--- config.mk ---
export PLATFORM = sky130hd
export DESIGN_NAME = tcam_pipelined
export DESIGN_NICKNAME = d
export VERILOG_FILES = /design/src/rtl/tcam_pkg.sv /design/src/rtl/tcam_prio_enc.sv /design/src/rtl/tcam_pipelined.sv
export SDC_FILE = /design/constraint.sdc
export NUM_CORES = 2
export LEC_CHECK = 0
export BUFFER_PORTS_ARGS = -buffer_cell sky130_fd_sc_hd__clkbuf_2
export CORE_MARGIN = 2
export CORE_UTILIZATION = 30
export DETAILED_ROUTE_END_ITERATION = 12
export SYNTH_ARGS = -nofsm -noshare
export SYNTH_HDL_FRONTEND = slang
export SYNTH_SLANG_ARGS = --single-unit
--- constraint.sdc ---
create_clock -name CLK -period 4.3 [get_ports CLK]
set_input_delay 0.645 -clock CLK [delete_from_list [all_inputs] [get_ports CLK]]
set_output_delay 0.645 -clock CLK [all_outputs]
set_load 0.01 [all_outputs]
--- src/rtl/tcam_pkg.sv ---
// Shared definitions for the pipelined ternary CAM.
//   - default geometry and C_TCAM_DEPTH for the default address width
//   - entry value / mask typedefs at the default data width
//   - table-update state type
//   - priority-encode and "two or more set" helpers operating on a
//     zero-extended match vector of up to C_TCAM_MAX_DEPTH entries
package tcam_pkg;

  localparam int unsigned C_TCAM_DEF_ADDR_WIDTH = 5;
  localparam int unsigned C_TCAM_DEF_DATA_WIDTH = 32;
  localparam int unsigned C_TCAM_DEPTH          = 2**C_TCAM_DEF_ADDR_WIDTH;
  // Upper bound on table depth supported by the helper functions.
  localparam int unsigned C_TCAM_MAX_DEPTH      = 256;

  typedef logic [C_TCAM_DEF_DATA_WIDTH-1:0] tcam_data_t;
  typedef logic [C_TCAM_DEF_DATA_WIDTH-1:0] tcam_mask_t;
  typedef logic [C_TCAM_MAX_DEPTH-1:0]      tcam_vec_t;

  typedef enum logic {
    UPD_IDLE = 1'b0,
    UPD_BUSY = 1'b1
  } upd_state_t;

  // Index of the lowest (highest = 0) or highest (highest = 1) set bit;
  // 0 when no bit is set.
  function automatic int unsigned prio_encode(input tcam_vec_t vec, input bit highest);
    int unsigned idx;
    idx = 0;
    if (highest) begin
      for (int unsigned i = 0; i < C_TCAM_MAX_DEPTH; i++) begin
        if (vec[i]) idx = i;
      end
    end else begin
      for (int unsigned i = C_TCAM_MAX_DEPTH; i > 0; i--) begin
        if (vec[i-1]) idx = i - 1;
      end
    end
    return idx;
  endfunction

  // Clearing the lowest set bit leaves something only if two or more were set.
  function automatic logic at_least_two(input tcam_vec_t vec);
    return |(vec & (vec - tcam_vec_t'(1)));
  endfunction

endpackage

--- src/rtl/tcam_prio_enc.sv ---
// Combinational match-vector encoder.
//   match_vec   : one bit per entry, 1 = entry matched
//   match       : at least one bit set
//   multi_match : two or more bits set
//   match_addr  : winning entry (lowest or highest per C_MATCH_PRIORITY), 0 if none
module tcam_prio_enc
  import tcam_pkg::*;
#(
  parameter int unsigned C_TCAM_ADDR_WIDTH = C_TCAM_DEF_ADDR_WIDTH,
  parameter int unsigned C_MATCH_PRIORITY  = 0
) (
  input  logic [2**C_TCAM_ADDR_WIDTH-1:0] match_vec,
  output logic                            match,
  output logic                            multi_match,
  output logic [C_TCAM_ADDR_WIDTH-1:0]    match_addr
);

  tcam_vec_t vec_ext;

  always_comb begin
    vec_ext = '0;
    vec_ext[2**C_TCAM_ADDR_WIDTH-1:0] = match_vec;
  end

  assign match       = |match_vec;
  assign multi_match = at_least_two(vec_ext);
  assign match_addr  = C_TCAM_ADDR_WIDTH'(prio_encode(vec_ext, C_MATCH_PRIORITY != 0));

endmodule

--- src/rtl/tcam_pipelined.sv ---
// Pipelined ternary CAM with per-entry valid bits and handshaked lookups.
//   CLK, RESETN                      : clock, async active-low reset
//   WE, WR_ADDR, DIN, DATA_MASK,
//   WR_VALID                         : entry write (mask bit 1 = don't care)
//   CLR_ALL                          : invalidate every entry (wins over WE)
//   BUSY                             : table update in progress (one cycle)
//   LKP_VALID/LKP_READY, CMP_DIN,
//   CMP_DATA_MASK, LKP_TAG           : lookup request
//   RES_VALID/RES_READY, MATCH,
//   MULTI_MATCH, MATCH_ADDR, RES_TAG : lookup result
// Stage 1 registers the match vector and tag, stage 2 the encoded result.
module tcam_pipelined
  import tcam_pkg::*;
#(
  parameter int unsigned C_TCAM_ADDR_WIDTH = C_TCAM_DEF_ADDR_WIDTH,
  parameter int unsigned C_TCAM_DATA_WIDTH = C_TCAM_DEF_DATA_WIDTH,
  parameter int unsigned C_TCAM_TAG_WIDTH  = 8,
  parameter int unsigned C_MATCH_PRIORITY  = 0
) (
  input  logic                         CLK,
  input  logic                         RESETN,
  input  logic                         WE,
  input  logic [C_TCAM_ADDR_WIDTH-1:0] WR_ADDR,
  input  logic [C_TCAM_DATA_WIDTH-1:0] DIN,
  input  logic [C_TCAM_DATA_WIDTH-1:0] DATA_MASK,
  input  logic                         WR_VALID,
  input  logic                         CLR_ALL,
  output logic                         BUSY,
  input  logic                         LKP_VALID,
  output logic                         LKP_READY,
  input  logic [C_TCAM_DATA_WIDTH-1:0] CMP_DIN,
  input  logic [C_TCAM_DATA_WIDTH-1:0] CMP_DATA_MASK,
  input  logic [C_TCAM_TAG_WIDTH-1:0]  LKP_TAG,
  output logic                         RES_VALID,
  input  logic                         RES_READY,
  output logic                         MATCH,
  output logic                         MULTI_MATCH,
  output logic [C_TCAM_ADDR_WIDTH-1:0] MATCH_ADDR,
  output logic [C_TCAM_TAG_WIDTH-1:0]  RES_TAG
);

  localparam int unsigned C_DEPTH = 2**C_TCAM_ADDR_WIDTH;

  // Table storage: value and mask are plain flops without reset.
  logic [C_TCAM_DATA_WIDTH-1:0] entry_val  [C_DEPTH];
  logic [C_TCAM_DATA_WIDTH-1:0] entry_mask [C_DEPTH];
  logic [C_DEPTH-1:0]           entry_valid;

  upd_state_t upd_state, upd_state_next;
  logic       upd_idle;
  logic       clr_fire;
  logic       wr_fire;

  logic [C_DEPTH-1:0]           cmp_vec;
  logic                         lkp_fire;
  logic                         stall;

  logic                         s1_valid;
  logic [C_DEPTH-1:0]           s1_vec;
  logic [C_TCAM_TAG_WIDTH-1:0]  s1_tag;

  logic                         enc_match;
  logic                         enc_multi;
  logic [C_TCAM_ADDR_WIDTH-1:0] enc_addr;

  logic                         s2_valid;
  logic                         s2_match;
  logic                         s2_multi;
  logic [C_TCAM_ADDR_WIDTH-1:0] s2_addr;
  logic [C_TCAM_TAG_WIDTH-1:0]  s2_tag;

  // ---------------------------------------------------------------------
  // Table update control: an accepted update always costs one busy cycle.
  // ---------------------------------------------------------------------
  always_ff @(posedge CLK or negedge RESETN) begin
    if (!RESETN) upd_state <= UPD_IDLE;
    else         upd_state <= upd_state_next;
  end

  always_comb begin
    upd_state_next = UPD_IDLE;
    if (upd_state == UPD_IDLE && (WE || CLR_ALL)) upd_state_next = UPD_BUSY;
  end

  assign upd_idle = (upd_state == UPD_IDLE);
  assign clr_fire = upd_idle && CLR_ALL;
  assign wr_fire  = upd_idle && WE && !CLR_ALL;
  assign BUSY     = (upd_state == UPD_BUSY);

  always_ff @(posedge CLK) begin
    if (wr_fire) begin
      entry_val[WR_ADDR]  <= DIN;
      entry_mask[WR_ADDR] <= DATA_MASK;
    end
  end

  always_ff @(posedge CLK or negedge RESETN) begin
    if (!RESETN)       entry_valid          <= '0;
    else if (clr_fire) entry_valid          <= '0;
    else if (wr_fire)  entry_valid[WR_ADDR] <= WR_VALID;
  end

  // ---------------------------------------------------------------------
  // Compare against the current table contents.
  // ---------------------------------------------------------------------
  always_comb begin
    cmp_vec = '0;
    for (int unsigned i = 0; i < C_DEPTH; i++) begin
      cmp_vec[i] = entry_valid[i] &&
                   (((entry_val[i] ^ CMP_DIN) & ~entry_mask[i] & ~CMP_DATA_MASK) == '0);
    end
  end

  // ---------------------------------------------------------------------
  // Two-stage pipeline. Stage 1 may still accept while stalled if it is
  // empty; once both stages are full and stalled, lookups are refused.
  // ---------------------------------------------------------------------
  assign stall     = s2_valid && !RES_READY;
  assign LKP_READY = upd_idle && !(WE || CLR_ALL) && (!s1_valid || !stall);
  assign lkp_fire  = LKP_VALID && LKP_READY;

  tcam_prio_enc #(
    .C_TCAM_ADDR_WIDTH (C_TCAM_ADDR_WIDTH),
    .C_MATCH_PRIORITY  (C_MATCH_PRIORITY)
  ) u_prio_enc (
    .match_vec   (s1_vec),
    .match       (enc_match),
    .multi_match (enc_multi),
    .match_addr  (enc_addr)
  );

  always_ff @(posedge CLK or negedge RESETN) begin
    if (!RESETN) begin
      s1_valid <= 1'b0;
      s1_vec   <= '0;
      s1_tag   <= '0;
      s2_valid <= 1'b0;
      s2_match <= 1'b0;
      s2_multi <= 1'b0;
      s2_addr  <= '0;
      s2_tag   <= '0;
    end else begin
      s1_valid <= lkp_fire || (s1_valid && stall);
      if (lkp_fire) begin
        s1_vec <= cmp_vec;
        s1_tag <= LKP_TAG;
      end
      if (!stall) begin
        s2_valid <= s1_valid;
        if (s1_valid) begin
          s2_match <= enc_match;
          s2_multi <= enc_multi;
          s2_addr  <= enc_addr;
          s2_tag   <= s1_tag;
        end
      end
    end
  end

  assign RES_VALID   = s2_valid;
  assign MATCH       = s2_match;
  assign MULTI_MATCH = s2_multi;
  assign MATCH_ADDR  = s2_addr;
  assign RES_TAG     = s2_tag;

endmodule
==> results_dict.tcl <==
set metrics [dict create \
    status "complete, no violations" \
    leakagePower_nw 30.00 \
    fill_cells 26020 \
    cts_tree "built" \
    report.power.total_mw 44.28 \
    num_rows 193 \
    via_per_inst 5.498 \
    antenna_found_initial 61 \
    cp.required_ns 5.05 \
    cts-root-buf "clkbuf_16" \
    drtIter0Drc 9604 \
    final_area_um2 98800 \
    firstDrtPassIters 6 \
    path_clk_slew_ns 0.06 \
    synthCells 5117 \
    min_path_type "input port to register" \
    syn_area_um2 83000 \
    grt_max_degree 74 \
    worst_slew_pin_slew_ns 1.448 \
    vias 52520 \
    vdd_drop_max_v 0.0003741 \
    synth_nets 5265 \
    area.growth.synth_to_final_pct 19.04 \
    hold_violations 0 \
    core_um2 275800 \
    grt_pass1_vias 48030 \
    htree_levels 4 \
    rsz0062_at_grt "no" \
    place.port_buffers 165 \
    slowest_delay_ns 1.07 \
    power_density_nw_per_um2 448.2 \
    critical_path.top_delay_family "simple AND/OR/NAND/NOR gates" \
    final_nets 5819 \
    period_needed_ns 3.980 \
    cp-end-kind "register" \
    cp.buffers_inverters 3 \
    fp.dieH_um 530.0 \
    post_synth_num_cell_types 51 \
    cts_resized 0 \
    cts_num_sinks 2138 \
    die_w_um 530.0 \
    slew_viol_final 0 \
    routabilityCongestion 0.9356 \
    initial_utilization_pct 30.10 \
    ios 166 \
    final_antenna_net_count 0 \
    synthArstFlopShare_pct 4.210 \
    fin_util_pct 35.83 \
    worstSetupStartpointType "input port" \
    hold_buffers 10 \
    cp_max_fo 13 \
    dp_hpwl_mm 216.3 \
    critPathSlowestCell "nand4_1" \
    yosys_register_bits 2138 \
    worstSetupPathType "input port to register" \
    grt-ovfl-total 0 \
    routed_wirelength_mm 339.6 \
    skew_ns 0.05663 \
    post_dp_cell_area_um2 92070 \
    drc 0 \
    routedWlPerCell_um 35.55 \
    fmax_ghz 0.2512 \
    fp.dieArea_um2 280900 \
    cts_buffers 213 \
    grt_use_total_pct 23.74 \
    max-slew-margin-rel_pct 3.453 \
    ys_warn_count 0 \
    clockBufferDepth 3 \
    syn_area_per_cell_um2 16.22 \
    clk_latency_ns 0.88 \
    synth_edf_count 2048 \
    setup_tns_ns 0 \
    cap_violations 0 \
    grt_pass1_wl_mm 446.7 \
    setup_viol 0 \
    ys_seq_area_share_pct 76.81 \
    arrival_ns 4.73 \
    post_cts_buffers 0 \
    period_share_pct 92.56 \
    drive_gt1_share_pct 16.16 \
    crit_chain "clkbuf_2 > buf_12 > buf_4 > xnor2_1 > nor3_1 > nor4_1 > nand4_1 > o41ai_1" \
    synthFlopType "edfxtp_1" \
]
-- cells in the mapped netlist (all sizes together), types with 2 or more instances --
master   instances  share of area [%]
a2111oi          5              0.063
a211oi          29               0.26
a21oi           42               0.25
a31oi            4              0.030
and2             3              0.023
and3b            2              0.021
buf            102               0.47
clkbuf         147               0.67
dfrtp           90                2.7
edfxtp        2048                 74
inv              6              0.027
maj3             3              0.036
mux2            16               0.22
nand2           61               0.28
nand2b           7              0.053
nand3           38               0.23
nand3b           2              0.018
nand4           36               0.28
nor2            56               0.25
nor2b            5              0.038
nor3          1039                6.3
nor3b            2              0.018
nor4           233                1.8
o21ai           23               0.14
o21bai           3              0.027
o311ai          33               0.35
o31ai            6              0.054
o41ai           32               0.34
or2              5              0.041
or3              2              0.015
or3b             2              0.021
xnor2         1024                 11
-- placed cells by master, fill, tap and decap left out, types with 7 or more instances in the layout --
master,n
o311ai_0,23
dlygate4sd3_1,10
diode_2,7
nor3_1,1036
buf_4,340
nand2_1,60
dfrtp_1,90
a211oi_1,29
mux2_2,16
clkbuf_16,213
nand4_1,35
nor4_1,211
clkbuf_2,142
nor2_4,32
xnor2_1,1024
o21ai_0,19
edfxtp_1,2048
buf_12,82
clkinv_2,29
o41ai_1,32
a21oi_1,42
buf_2,12
clkinv_1,50
nand2b_1,7
clkbuf_1,56
nand3_1,38
nor2_1,24
o311ai_1,7
bufinv_16,10
nor4_2,20
-- registers in the layout (all words and copies together) (netlist names) --
name and flops:
entry_valid 32, s1_valid 1, entry_val 1024, RES_VALID 1
s1_vec 32, MATCH 1, s1_tag 8, RES_TAG 8
MATCH_ADDR 5, MULTI_MATCH 1, entry_mask 1024, BUSY 1
-- routing by layer --
layer,vias up,track usage [%],share of wire [%]
met4,50,10.67,5.2
met5,-,0,0.090
li1,20620,-,-
met1,27190,31.84,38
met2,3985,35.93,44
met3,671,6.308,13
-- area by class of cell --
| class | instances | area, µm² | area share [%] |
|---|---|---|---|
| flip-flops and latches | 2138 | 63750 | 64.52 |
| multi-input cells | 2724 | 18690 | 18.92 |
| clock buffers | 271 | 5568 | 5.635 |
| repair buffers | 588 | 5104 | 5.165 |
| well taps | 3705 | 4636 | 4.692 |
| clock inverters | 113 | 1016 | 1.028 |
| inverters | 6 | 22.52 | 0.02279 |
| diodes | 7 | 17.52 | 0.01773 |
-- path summary, 6_finish.rpt --
check	from	to	slack, ns	depth (start not counted)
max in group asynchronous	RESETN	s1_vec[26]$_DFFE_PN0P_	2.86	3
worst max-delay path	CMP_DIN[23]	s1_vec[4]$_DFFE_PN0P_	0.32	8
min in group asynchronous	RESETN	RES_TAG[6]$_DFFE_PN0P_	0.34	2
worst min register to register	s1_tag[0]$_DFFE_PN0P_	RES_TAG[0]$_DFFE_PN0P_	0.50	1
worst min-delay path	WR_VALID	entry_valid[8]$_DFFE_PN0P_	0.15	3
worst max register to register	entry_val[4][26]$_DFFE_PP_	s1_vec[4]$_DFFE_PN0P_	0.80	5
-- worst reg2reg max path: stages, from the launching register on --
cell      delay [ns]
edfxtp_1        0.38
xnor2_1         0.15
nor3_1          0.07
nor4_1          1.01
nand4_1         1.07
o41ai_1         0.69
-- power breakdown --
part / total, mW / switching (mW) / internal, mW
Combinational: 3.31 / 2.39 / 0.922
Sequential: 23.0 / 0.0845 / 23.0
Clock: 17.9 / 8.16 / 9.77
Total: 44.3 / 10.6 / 33.6
-- through the flow --
stage | hold WS [ns] | std cells | worst slack [ns]
floorplan | 0.3494 | 5117 | -0.2619
global placement | 0.4806 | 9141 | -0.5552
detailed placement | 0.4891 | 9149 | -0.5860
CTS | 0.09769 | 9543 | 0.3541
global route | 0.1486 | 9546 | 0.3516
finish | 0.1491 | 9552 | 0.3199
-- cells by family after synthesis --
family,after synthesis,share of synthesized area [%]
AO/OA/AOI/OAI,186,1.604
XOR/XNOR,1024,10.81
multiplexers,16,0.2171
adder cells (fa/ha/maj),3,0.03618
AND/OR/NAND/NOR,1495,9.363
buffers and inverters,255,1.164
flip-flops,2138,76.81
Power figures use the tool's default switching activity.
